### src/rtl/debounce_pkg.sv
// Purpose: shared defaults and counter-width helper for the multi-channel debouncer.
// Latency: n/a (constants and functions only).
// Backpressure: none.
// Contents: DEF_CHANNELS, DEF_STABLE_CYCLES, DEF_REPEAT_CYCLES, cnt_width().
package debounce_pkg;

  localparam int DEF_CHANNELS      = 4;
  localparam int DEF_STABLE_CYCLES = 8;
  localparam int DEF_REPEAT_CYCLES = 16;

  // Bits needed to hold the values 0..n-1; never narrower than one bit.
  function automatic int cnt_width(input int n);
    return (n < 2) ? 1 : $clog2(n);
  endfunction

endpackage

### src/rtl/debounce_chan.sv
// Purpose: one debounced channel - 2-flop synchroniser, stability counter, level and edge pulses.
// Latency: a clean edge on in_i reaches out_o 2+STABLE_CYCLES rising edges later; pulses coincide with out_o.
// Backpressure: none; free-running, every output is registered.
// Ports: clk, rst (async, active-high), in_i raw level, out_o debounced level,
//        press_o / release_o one-cycle pulses on debounced rise / fall.
// Build option: DEBOUNCE_REPEAT_EN adds auto-repeat press pulses every REPEAT_CYCLES while out_o is high.
module debounce_chan
  import debounce_pkg::*;
#(
  parameter int STABLE_CYCLES = DEF_STABLE_CYCLES
`ifdef DEBOUNCE_REPEAT_EN
  , parameter int REPEAT_CYCLES = DEF_REPEAT_CYCLES
`endif
) (
  input  logic clk,
  input  logic rst,
  input  logic in_i,
  output logic out_o,
  output logic press_o,
  output logic release_o
);

  localparam int             CW      = cnt_width(STABLE_CYCLES + 1);
  localparam logic [CW-1:0]  CNT_MAX = CW'(STABLE_CYCLES - 1);

  logic          sync1_q, sync2_q;
  logic          out_q, out_d;
  logic [CW-1:0] cnt_q, cnt_d;
  logic          press_q, press_d;
  logic          release_q, release_d;

`ifdef DEBOUNCE_REPEAT_EN
  localparam int             RW      = cnt_width(REPEAT_CYCLES);
  localparam logic [RW-1:0]  RPT_MAX = RW'(REPEAT_CYCLES - 1);

  logic [RW-1:0] rpt_q, rpt_d;
`endif

  always_comb begin
    out_d     = out_q;
    cnt_d     = cnt_q;
    press_d   = 1'b0;
    release_d = 1'b0;

    if (sync2_q == out_q) begin
      // Any return to the current level restarts the stability window.
      cnt_d = '0;
    end else if (cnt_q == CNT_MAX) begin
      out_d     = sync2_q;
      cnt_d     = '0;
      press_d   = sync2_q;
      release_d = ~sync2_q;
    end else begin
      cnt_d = cnt_q + 1'b1;
    end

`ifdef DEBOUNCE_REPEAT_EN
    // Held at zero while the level is low, which also covers the edge of the
    // initial press, so the first repeat lands REPEAT_CYCLES after it.
    rpt_d = rpt_q;
    if (!out_q) begin
      rpt_d = '0;
    end else if (rpt_q == RPT_MAX) begin
      rpt_d = '0;
      // Suppressed when the level is dropping on this same edge.
      press_d = out_d;
    end else begin
      rpt_d = rpt_q + 1'b1;
    end
`endif
  end

  always_ff @(posedge clk or posedge rst) begin
    if (rst) begin
      sync1_q   <= 1'b0;
      sync2_q   <= 1'b0;
      out_q     <= 1'b0;
      cnt_q     <= '0;
      press_q   <= 1'b0;
      release_q <= 1'b0;
`ifdef DEBOUNCE_REPEAT_EN
      rpt_q     <= '0;
`endif
    end else begin
      sync1_q   <= in_i;
      sync2_q   <= sync1_q;
      out_q     <= out_d;
      cnt_q     <= cnt_d;
      press_q   <= press_d;
      release_q <= release_d;
`ifdef DEBOUNCE_REPEAT_EN
      rpt_q     <= rpt_d;
`endif
    end
  end

  assign out_o     = out_q;
  assign press_o   = press_q;
  assign release_o = release_q;

endmodule

### src/rtl/multi_debouncer.sv
// Purpose: CHANNELS independent button/switch debouncers sharing one clock and reset.
// Latency: 2+STABLE_CYCLES rising edges from a clean input edge to out_o / press_o / release_o.
// Backpressure: none; outputs are registered level and single-cycle pulses.
// Ports: clk, rst (async, active-high), in_i[CHANNELS] raw levels, out_o debounced levels,
//        press_o / release_o per-channel one-cycle pulses.
// Build option: DEBOUNCE_REPEAT_EN enables auto-repeat press pulses (REPEAT_CYCLES otherwise unused).
module multi_debouncer
  import debounce_pkg::*;
#(
  parameter int CHANNELS      = DEF_CHANNELS,
  parameter int STABLE_CYCLES = DEF_STABLE_CYCLES,
  parameter int REPEAT_CYCLES = DEF_REPEAT_CYCLES
) (
  input  logic                clk,
  input  logic                rst,
  input  logic [CHANNELS-1:0] in_i,
  output logic [CHANNELS-1:0] out_o,
  output logic [CHANNELS-1:0] press_o,
  output logic [CHANNELS-1:0] release_o
);

  if (CHANNELS < 1 || STABLE_CYCLES < 1 || REPEAT_CYCLES < 2) begin : g_param_err
    $error("multi_debouncer: CHANNELS>=1, STABLE_CYCLES>=1, REPEAT_CYCLES>=2 required");
  end

  for (genvar g = 0; g < CHANNELS; g++) begin : g_chan
    debounce_chan #(
      .STABLE_CYCLES (STABLE_CYCLES)
`ifdef DEBOUNCE_REPEAT_EN
      , .REPEAT_CYCLES (REPEAT_CYCLES)
`endif
    ) u_chan (
      .clk       (clk),
      .rst       (rst),
      .in_i      (in_i[g]),
      .out_o     (out_o[g]),
      .press_o   (press_o[g]),
      .release_o (release_o[g])
    );
  end

endmodule

### config.mk
export PLATFORM = sky130hd
export DESIGN_NAME = multi_debouncer
export DESIGN_NICKNAME = d
export VERILOG_FILES = /design/src/rtl/debounce_pkg.sv /design/src/rtl/debounce_chan.sv /design/src/rtl/multi_debouncer.sv
export SDC_FILE = /design/constraint.sdc
export NUM_CORES = 1
export LEC_CHECK = 0
export CAP_MARGIN = 25
export CORE_MARGIN = 2
export CORE_UTILIZATION = 58
export CTS_CLUSTER_SIZE = 40
export DETAILED_ROUTE_END_ITERATION = 8
export PLACE_DENSITY = 0.86
export SYNTH_ARGS = -nofsm -noshare
export SYNTH_HDL_FRONTEND = slang
export SYNTH_SLANG_ARGS = --single-unit
### constraint.sdc
create_clock -name clk -period 3.48 [get_ports clk]
set_clock_uncertainty 0.2 [all_clocks]
set_input_delay 0.696 -clock clk [delete_from_list [all_inputs] [get_ports clk]]
set_output_delay 0.696 -clock clk [all_outputs]
set_load 0.005 [all_outputs]
# Yosys cells after proc, flatten, opt, wreduce, memory -nomap -nowiden

Index checks and enable logic that the tools add are counted.

Add/subtract/negate cells: 4
Equality and inequality tests: 8
Muxes and demuxes: 24
Bitwise gates (word level): 8
Reductions and logical operators: 4

Operators with widths:

| cell                | count |
|---|---|
| $mux 4              | 8 |
| $add 4x1->4 const B | 4 |
| $eq 4x3->1 const B  | 4 |
| $mux 1              | 16 |
| $not 1->1           | 8 |
| $reduce_and 2->1    | 4 |
| $eq 1x1->1          | 4 |

Bits in registers: 36
Input bits: 6
Output and inout port bits: 12

# Depth between registers and ports, before layout

Word-level depth: 3
Depth in mapped cells: 4
Gate-level depth less buffers: 4

# Hierarchy

From an unflattened synthesis, not the netlist that was laid out.

Cell total of the unflattened synthesis: 96
Area total of the unflattened synthesis: 1,466.4 um^2

Modules (own cells, without submodules):

| module        | times used | cells an instance | area each (um^2) | sequential area each (um^2) |
|---|---|---|---|---|
| debounce_chan | 4          | 24                | 366.6            | 225.2 |

# Worst setup path before layout

OpenSTA, ideal clock, no wires.

Kind: reg2out
Start: register g_chan[3].u_chan.out_q
End: output out_o[3]
Arrival: 0.533 ns
Required time: 2.584 ns
Setup slack: 2.051 ns
Cell stages (with the launch flop): 2
Path buffers: 1
Path through: dfrtp_1 > buf_4

RTL lines:

| item                   | RTL line              | text |
|---|---|---|
| from (decl)            | debounce_chan.sv:27   | `logic out_q, out_d;` |
| from (signal assigned) | debounce_chan.sv:87   | `out_q <= out_d;` |
| to (decl)              | multi_debouncer.sv:17 | `output logic [CHANNELS-1:0] out_o,` |

No word-level cell between the ends.

# Final worst setup path

Start: register g_chan[0].u_chan.out_q
End: output out_o[0]

RTL lines:

| item                   | RTL line |
|---|---|
| from (decl)            | debounce_chan.sv:27 |
| from (signal assigned) | debounce_chan.sv:87 |

No word-level cell between the ends.

==> reports/results.ini <==
[worst_setup_path]
cp_data_arrival_time_ps = 1280
crit-reg2reg-launch = g_chan[0].u_chan.cnt_q[0]
crit_path_end = out_o[0]
setup.worst_path.start = g_chan[0].u_chan.out_o
worst_setup_slack_for_register_to_register_paths_ps = 2050
path_class = flip-flop to output pin
timing.critical_path.depth = 1
reg2reg_to = g_chan[0].u_chan.out_o
worstRegToRegCells = 3
cp_num_buf_inv = 1
worstPathRequired_ps = 2580
worst_path_max_delay_cell = sky130_fd_sc_hd__clkdlybuf4s50_1
crit_path_max_incr_delay_ps = 530
crit_fanout = 5
crit_path_start_kind = flip-flop
cp-end-kind = output pin
cpLargestDelayFamily = buffers and inverters
path_cells = clkdlybuf4s50_1

[die]
floorplan.die_area_um2 = 2970
std_cell_core_area_um2 = 2450
num_io_pins = 18
rows = 18
floorplan.die.width_um = 54.5
die_y_um = 54.5
initial_core_util = 0.601

[yosys]
netlist-cell-type-count = 13
netlist_top_cells_area = sky130_fd_sc_hd__dfrtp_1 (61%), sky130_fd_sc_hd__buf_4 (6.1%), sky130_fd_sc_hd__nor3b_1 (5.6%)
synth_area_um2 = 1480
syn-instance-count = 106
yosysTopAreaCellShare = 0.610
synthesis.nets = 116
ys_seq_area_frac = 0.610
yosys_register_bits = 36
post-synth-top-area-cell = sky130_fd_sc_hd__dfrtp_1
avgSynthCellArea_um2 = 13.9
yosysWarningCount = 0

[place]
gp_congestion = 0.716
io_buffers = 17
detailedPlacementHpwl_um = 1370

[timing]
grt_setup_unrepaired = false
min_period_ps = 2180
timing.final.setup_violations = 0
hold-worst-slack_ps = 157
report.final.slew_viol_count = 0
timing.slew.headroom = 0.715
final-hold-violation-count = 0
final.period_utilization = 0.626
tns_ps = 0
tightestPinTransition_ps = 427
fmax_ghz = 0.459

[drt]
initialDrtViolationCount = 4
route.final.wire_length_um = 1970
final_antenna_net_count = 0
detail_route.first_pass.iterations = 4
number_of_vias_in_the_routed_layout = 771
route.detailed.drc = 0
post_drt_via_cell_ratio = 5.14
avgRoutedWirePerCell_um = 13.1

[clocking]
cts-root-to-sink-buffers = 2
htree_num_levels = 2
cts.reportedPaths.clkPinSlew_ps = 100
post_cts_buffers = 0
clock_insertion_delay_worst_skew_ps = 330
cts-root-buf = sky130_fd_sc_hd__clkbuf_4
cts-resized-gates = 0
holdBufCountCts = 0
tritoncts = done
cts_buffers = 5
cts_num_sinks = 36

[final_layout]
filler_cell_count = 176
layout-drive-gt1-share = 0.125
n_antenna_cell = 0
final_net_count = 129
areaGrowthSynthToFinish_pct = 12.5

[pwr]
p_sw_uw = 307
power.share.clock = 0.214
power.share.switching = 0.292
power_density_nw_per_um2 = 634
total_leakage_power_nw = 0.896
ir_drop_mv = 0.472
comb_power_share = 0.237
power.share.sequential = 0.549
cell_internal_pwr_uw = 746

[global_routing]
grt_pass1_wl_um = 3390
pin_count_of_the_biggest_net_entering_global_routing = 37
grt_antenna_before_repair = 0
number_of_global_route_vias_before_repair = 762
grt_util_all_layers = 0.175
grt_overflow_total = 0

[flow_run]
max_cap_violations = 0

[hold_path]
hold_class = flip-flop to flip-flop
hold_path_startpoint = g_chan[0].u_chan.sync1_q

[run_status]
status = finished clean

[sequential cells by signal, indices dropped and copies added, names as in the netlist]
| signal | flops |
|---|---|
| g_chan.u_chan.release_o | 4 |
| g_chan.u_chan.out_o | 4 |
| g_chan.u_chan.sync2_q | 4 |
| g_chan.u_chan.press_o | 4 |
| g_chan.u_chan.cnt_q | 16 |
| g_chan.u_chan.sync1_q | 4 |
[stage by stage]
stage / instances / cell area [µm²] / utilization / worst slack [ps] / total power, mW
after floorplan: 106 / 1480 / - / 1780 / 0.769
after global placement: 142 / 1600 / 0.652 / 1690 / 0.816
after detailed placement: 142 / 1600 / 0.652 / 1660 / 0.838
after CTS: 150 / 1660 / 0.676 / 1290 / 1.07
after global routing: 150 / 1660 / 0.676 / 1230 / 1.12
final: 150 / 1660 / 0.676 / 1300 / 1.05
[worst min path at each step]
stage | endpoint | slack [ps] | cells past startpoint
3_5_place_dp | g_chan[0].u_chan.sync2_q | 140 | 0
5_1_grt | g_chan[0].u_chan.sync2_q | 160 | 0
2_1_floorplan | g_chan[0].u_chan.sync2_q | 130 | 0
6_report | g_chan[0].u_chan.sync2_q | 160 | 0
3_3_place_gp | g_chan[0].u_chan.sync2_q | 130 | 0
4_1_cts | g_chan[0].u_chan.sync2_q | 160 | 0
[cell families after synthesis]
kind of cell,count (synthesis),synth area share
DFF,36,0.610
xor gates and xnor gates,8,0.0475
muxes,8,0.0678
adders and majority gates,4,0.0339
and+or+nand+nor,36,0.175
buffers and inverters,14,0.0661
[cells in the mapped netlist]
library cell / count
sky130_fd_sc_hd__nor2_1: 12
sky130_fd_sc_hd__mux2_4: 4
sky130_fd_sc_hd__nand3b_4: 4
sky130_fd_sc_hd__nor2b_1: 4
sky130_fd_sc_hd__nor3_1: 1
sky130_fd_sc_hd__buf_4: 12
sky130_fd_sc_hd__xnor2_1: 8
sky130_fd_sc_hd__inv_1: 2
sky130_fd_sc_hd__nand3_1: 4
sky130_fd_sc_hd__ha_1: 4
sky130_fd_sc_hd__dfrtp_1: 36
sky130_fd_sc_hd__nor3b_1: 11
sky130_fd_sc_hd__mux2i_1: 4
[layer usage]
metal	track usage	wire length (µm)	up-vias
li1	-	-	368
met1	0.225	859	382
met2	0.243	957	15
met3	0.0574	76	6
met4	0.138	74	0
met5	0	0	-
[cell usage in the layout (no fill, tap or decap)]
master                            synthesis  layout
sky130_fd_sc_hd__ha_1                     4       4
sky130_fd_sc_hd__nand3_1                  4       4
sky130_fd_sc_hd__nor3_1                   1       1
sky130_fd_sc_hd__mux2i_1                  4       4
sky130_fd_sc_hd__inv_1                    2       2
sky130_fd_sc_hd__dfrtp_1                 36      36
sky130_fd_sc_hd__clkbuf_1                 0       2
sky130_fd_sc_hd__clkbuf_4                 0       5
sky130_fd_sc_hd__mux2_4                   4       4
sky130_fd_sc_hd__nand3b_4                 4       4
sky130_fd_sc_hd__xnor2_1                  8       8
sky130_fd_sc_hd__buf_4                   12       1
sky130_fd_sc_hd__clkdlybuf4s50_1          0      17
sky130_fd_sc_hd__clkbuf_8                 0       1
sky130_fd_sc_hd__nor3b_1                 11      11
sky130_fd_sc_hd__nor2b_1                  4       4
sky130_fd_sc_hd__nor2_1                  12      12
[cell type report]
| cell class | count | area (µm²) | share of cell area |
|---|---|---|---|
| inverters | 2 | 7.51 | 0.00452 |
| well taps | 30 | 37.5 | 0.0226 |
| multi-input cells | 56 | 478 | 0.288 |
| repair buffers | 18 | 178 | 0.107 |
| flip-flops and latches | 36 | 901 | 0.543 |
| clock buffers | 8 | 58.8 | 0.0354 |
[power by group through the flow]
stage,Combinational [mW],Clock (mW),Sequential (mW)
global route,0.280,0.252,0.591
global placement,0.240,0,0.576
CTS,0.256,0.234,0.577
finish,0.250,0.225,0.578
detailed placement,0.253,0,0.585
floorplan,0.202,0,0.568
(Power assumes the default switching activity.)
